### src/rtl/alu_arbiter.sv
// Round-robin arbiter sharing one combinational ALU between two requesters.
// Optional macro ALU_ARB_DIVZ_EN: divide-by-zero bypasses the ALU and flags rsp_divz.
module alu_arbiter #(
    parameter int WIDTH         = 64,
    parameter int MULDIV_CYCLES = 4
) (
    input  logic             clk,
    input  logic             rst_n,
    input  logic             req0_valid,
    output logic             req0_ready,
    input  logic [1:0]       req0_op,
    input  logic [WIDTH-1:0] req0_a,
    input  logic [WIDTH-1:0] req0_b,
    input  logic             req1_valid,
    output logic             req1_ready,
    input  logic [1:0]       req1_op,
    input  logic [WIDTH-1:0] req1_a,
    input  logic [WIDTH-1:0] req1_b,
    output logic [WIDTH-1:0] alu_input1,
    output logic [WIDTH-1:0] alu_input2,
    output logic [1:0]       alu_signal,
    input  logic [WIDTH-1:0] alu_output,
    output logic             rsp_valid,
    input  logic             rsp_ready,
    output logic             rsp_id,
    output logic [WIDTH-1:0] rsp_data,
    output logic             rsp_divz
);
    // state | meaning
    // IDLE  | waiting for a request; grant decided combinationally
    // EXEC  | ALU inputs held, cnt counting down to the capture cycle
    // RESP  | result presented until the consumer accepts it
    typedef enum logic [1:0] {IDLE, EXEC, RESP} state_t;

    localparam logic [1:0] OP_DIV = 2'b11;

    state_t           state, state_nxt;
    logic             grant;
    logic             last_grant;
    logic [3:0]       cnt;
    logic             sel_valid;
    logic [1:0]       sel_op;
    logic [WIDTH-1:0] sel_a;
    logic [WIDTH-1:0] sel_b;
    logic             divz_hit;
    logic             accept;
    logic             capture;
    logic             divz_q;

    always_comb begin
        grant = 1'b0;
        if (req0_valid && req1_valid)
            grant = ~last_grant;
        else if (req1_valid)
            grant = 1'b1;
    end

    assign sel_valid = grant ? req1_valid : req0_valid;
    assign sel_op    = grant ? req1_op    : req0_op;
    assign sel_a     = grant ? req1_a     : req0_a;
    assign sel_b     = grant ? req1_b     : req0_b;

    // Ready is masked by rst_n so nothing looks accepted while reset is held.
    assign req0_ready = rst_n && (state == IDLE) && !grant;
    assign req1_ready = rst_n && (state == IDLE) &&  grant;

`ifdef ALU_ARB_DIVZ_EN
    assign divz_hit = (sel_op == OP_DIV) && (sel_b == '0);
`else
    assign divz_hit = 1'b0;
`endif

    always_ff @(posedge clk) begin
        if (!rst_n)
            state <= IDLE;
        else
            state <= state_nxt;
    end

    always_comb begin
        state_nxt = state;
        accept    = 1'b0;
        capture   = 1'b0;
        case (state)
            IDLE: begin
                if (sel_valid) begin
                    accept    = 1'b1;
                    state_nxt = divz_hit ? RESP : EXEC;
                end
            end
            EXEC: begin
                if (cnt == 4'd1) begin
                    capture   = 1'b1;
                    state_nxt = RESP;
                end
            end
            RESP: begin
                if (rsp_ready)
                    state_nxt = IDLE;
            end
            default: state_nxt = IDLE;
        endcase
    end

    assign rsp_valid = (state == RESP);
    assign rsp_divz  = divz_q;

    always_ff @(posedge clk) begin
        if (!rst_n) begin
            alu_input1 <= '0;
            alu_input2 <= '0;
            alu_signal <= 2'b00;
            rsp_id     <= 1'b0;
            rsp_data   <= '0;
            divz_q     <= 1'b0;
            cnt        <= 4'd0;
            last_grant <= 1'b1;
        end else if (accept) begin
            alu_signal <= sel_op;
            alu_input1 <= sel_a;
            alu_input2 <= sel_b;
            rsp_id     <= grant;
            last_grant <= grant;
            // op[1] set means mul/div, which needs the full settle window
            cnt        <= sel_op[1] ? 4'(MULDIV_CYCLES) : 4'd1;
            if (divz_hit) begin
                rsp_data <= '1;
                divz_q   <= 1'b1;
            end
        end else if (state == EXEC) begin
            cnt <= cnt - 4'd1;
            if (capture) begin
                rsp_data <= alu_output;
                divz_q   <= 1'b0;
            end
        end
    end

endmodule

### config.mk
export PLATFORM = sky130hd
export DESIGN_NAME = alu_arbiter
export DESIGN_NICKNAME = d
export VERILOG_FILES = /design/src/rtl/alu_arbiter.sv
export SDC_FILE = /design/constraint.sdc
export NUM_CORES = 1
export LEC_CHECK = 0
export CORE_AREA = 2 2 208 210
export CTS_BUF_LIST = sky130_fd_sc_hd__clkbuf_8
export CTS_CLUSTER_SIZE = 40
export DETAILED_ROUTE_END_ITERATION = 7
export DIE_AREA = 0 0 210 212
export GPL_TIMING_DRIVEN = 0
export MAX_ROUTING_LAYER = met4
export PLACE_DENSITY = 0.49
export SYNTH_ARGS = -nofsm -noshare
export SYNTH_HDL_FRONTEND = slang
export SYNTH_SLANG_ARGS = --single-unit
### constraint.sdc
create_clock -name clk -period 1.8 [get_ports clk]
set_input_delay 0.36 -clock clk [delete_from_list [all_inputs] [get_ports clk]]
set_output_delay 0.36 -clock clk [all_outputs]
set_load 0.02 [all_outputs]
==> results.py <==
metrics = {
    "sta": {
        "finalSetupViolations": 2,
        "holdWs_ns": 0.1899,
        "maxSlewHeadroom_pct": 51.57,
        "finalCriticalPeriod_ns": 1.810,
        "hold_viol_final": 0,
        "tightest_slew_ns": 0.7264,
        "max_freq_mhz": 552.6,
        "finalWorstSetupSlack_ns": -0.009622,
        "grt_setup_unrepaired": "yes",
        "fin_crit_sh_pct": 100.5,
        "drv_slew": 0,
        "clock_skew_ns": 0.02014,
    },
    "power": {
        "netSwitchingFraction_pct": 32.88,
        "clkPwrFrac_pct": 34.6,
        "power_density_nw_per_um2": 934.5,
        "power_mw": 13.96,
        "power_switching_mw": 4.590,
        "combPwrFrac_pct": 27.7,
        "irDropWorstVdd_v": 0.0004631,
        "leakage_nw": 6.520,
        "p_int_mw": 9.369,
        "p_seq_share_pct": 37.7,
    },
    "synthesis": {
        "synthArstFlopShare_pct": 0,
        "ys_warn_count": 0,
        "avgSynthCellArea_um2": 7.840,
        "netlist_top_cells_area": "dfxtp_1 (49%), nand2_1 (18%), a31oi_1 (9.8%)",
        "ys_seq_area_share_pct": 48.94,
        "yosysTopAreaCell": "dfxtp_1",
        "syn_area_um2": 8263,
        "synth_common_cells": "nand2_1 (395), dfxtp_1 (202), a31oi_1 (129)",
        "synth_nets": 1385,
        "synth_flop_cell": "dfxtp_1",
        "syn_inst": 1054,
        "synth.most_common_cell": "nand2_1",
        "synth_top_area_share_pct": 48.94,
        "yosys.cell_types.count": 37,
        "ys_ff_latch": 202,
        "synth_edf_count": 0,
    },
    "placement": {
        "dp_hpwl_mm": 30.79,
        "dp.cells": 2124,
        "place_congestion": 0.8526,
        "port-buffer-count": 524,
        "dp_slack_ns": -1.505,
    },
    "setup_path": {
        "cp-end-kind": "output port",
        "r2r-start": "state[0]",
        "critPathLaunch": "last_grant",
        "crit_type": "reg2out",
        "crit_end": "req1_ready",
        "critPathLaunchType": "flip-flop",
        "rrSetupSlack_ns": 0.13,
        "cp.required_ns": 1.44,
        "arrival_ns": 1.45,
        "cp_max_fo": 3,
        "reg2regPathDepth": 7,
        "r2r-end": "alu_input2[51]",
    },
    "floorplan": {
        "start_util_pct": 19.44,
        "ios": 528,
        "coreArea_um2": 42510,
        "die_h_um": 212,
        "rows": 76,
        "fp.dieArea_um2": 44520,
        "die_x_um": 210,
    },
    "detailed_routing": {
        "route.detailed.drc": 0,
        "drtPass1Iterations": 5,
        "vias_per_cell": 4.393,
        "wl_mm": 40.70,
        "routedWlPerCell_um": 18.46,
        "drt_iter0_markers": 405,
        "antenna_left": 0,
        "vias": 9687,
    },
    "clock_network": {
        "cts_tree": "yes",
        "numCtsBuffers": 42,
        "cts_root_buffer": "clkbuf_8",
        "htree_levels": 2,
        "cts_num_sinks": 202,
        "clk_latency_ns": 0.59,
        "clkTransAtPathRegs_ns": 0.05,
        "clk_path_buf_depth": 3,
    },
    "worst_hold_path": {
        "hold_class": "in2reg",
        "min-delay-start": "rst_n",
    },
    "global_routing": {
        "grt-ovfl-total": 0,
        "antenna_found_initial": 1,
        "grt_pass1_wl_mm": 59.36,
        "grt_max_degree": 20,
        "grt_pass1_vias": 9989,
        "grt_usage_pct": 18.04,
    },
    "finish": {
        "nFillCells": 4650,
        "multi_input_area_um2": 3725,
        "seq_area_um2": 4053,
        "finalNonFillerCells": 2205,
        "area_delta_synth_final_pct": 80.78,
        "fin_nets": 1959,
        "post_route_cells_drive_above_1_share_pct": 9.168,
    },
    "job": {
        "maxCapViolations": 0,
    },
    "status": {
        "outcome": "complete, but fails checks",
        "violations": "setup timing",
    },
}
flip-flops by register name, indices dropped and copies added (netlist names):
| name | flops |
|---|---|
| rsp_data | 64 |
| state | 2 |
| alu_input2 | 64 |
| rsp_id | 1 |
| last_grant | 1 |
| alu_signal | 2 |
| alu_input1 | 64 |
| cnt | 4 |
critical path, cell delays in order (launching register included):
cell and delay, ns:
dfxtp_4 0.35, nand2_2 0.08, nand2_4 0.06, clkbuf_16 0.16
nor2_4 0.09, buf_6 0.12
power by group through the flow:
stage	Combinational, mW	Sequential, mW	Clock, mW
finish	3.87	5.26	4.83
global route	4.19	5.32	5.17
CTS	3.91	5.26	5.01
detailed placement	4.16	5.36	0
global placement	4.17	5.35	0
floorplan	1.27	5.92	0
metrics by stage:
step           setup TNS (ns)  area, um^2  utilization [%]
2_1_floorplan               0        8263                -
3_3_place_gp           -76.75       14190            33.39
3_5_place_dp           -75.72       14190            33.39
4_1_cts               -0.1738       14900            35.06
5_1_grt               -0.1938       14940            35.14
6_report             -0.01708       14940            35.14
how the worst min path moves through the flow:
stage          depth (start not counted)        endpoint  slack, ns
6_report                               3  alu_input1[52]       0.19
5_1_grt                                3  alu_input1[56]       0.19
4_1_cts                                3  alu_input1[52]       0.14
3_5_place_dp                           2    rsp_data[34]       0.44
3_3_place_gp                           2    rsp_data[44]       0.44
2_1_floorplan                          2    rsp_data[10]       0.49
area by class of cell:
class / count / area share, %
inverter: 2 / 0.05026
timing repair buffer: 532 / 33.86
multi-input combinational: 756 / 24.94
antenna: 1 / 0.01675
clock buffer: 50 / 4.607
sequential: 202 / 27.13
clock inverter: 24 / 0.8962
buffer: 92 / 3.937
tap: 546 / 4.573
cell usage in the layout, fill, tap and decap left out, types with 3 or more instances in the layout:
master	instances
clkinv_2	4
o21a_1	3
buf_4	13
inv_1	18
dlygate4sd2_1	196
a21boi_1	50
clkbuf_8	50
o21ai_1	58
nor2_4	3
clkbuf_2	9
clkdlybuf4s50_1	325
a21oi_1	3
a21boi_0	15
nand2_2	3
clkbuf_1	24
buf_2	35
dfxtp_1	199
nor2_1	3
o21ai_0	73
buf_6	15
nand2_1	392
a31oi_1	129
per-layer routing:
layer | global-route usage [%] | share of wire, %
met1 | 20.43 | 41
met2 | 30.36 | 49
met3 | 4.874 | 6.9
met4 | 7.190 | 3.1
met5 | - | 0
cell families after synthesis:
logic type	after synthesis	synth area share (%)
compound gates	338	24.79
fa+ha+maj	2	0.3028
buf+inv	96	6.466
flops	202	48.94
other cells	1	0.04538
simple gates	415	19.46
what timing repair did:
| item | 4_1_cts | 5_1_grt |
|---|---|---|
| setup buffers | 8 | 0 |
| gates resized for setup | 236 | 17 |
| hold buffers | 0 | 0 |
| endpoints found under the hold margin | 0 | 0 |
| pin swaps | 3 | 3 |
| endpoints found under the setup margin | 325 | 73 |
(Power assumes the default switching activity.)
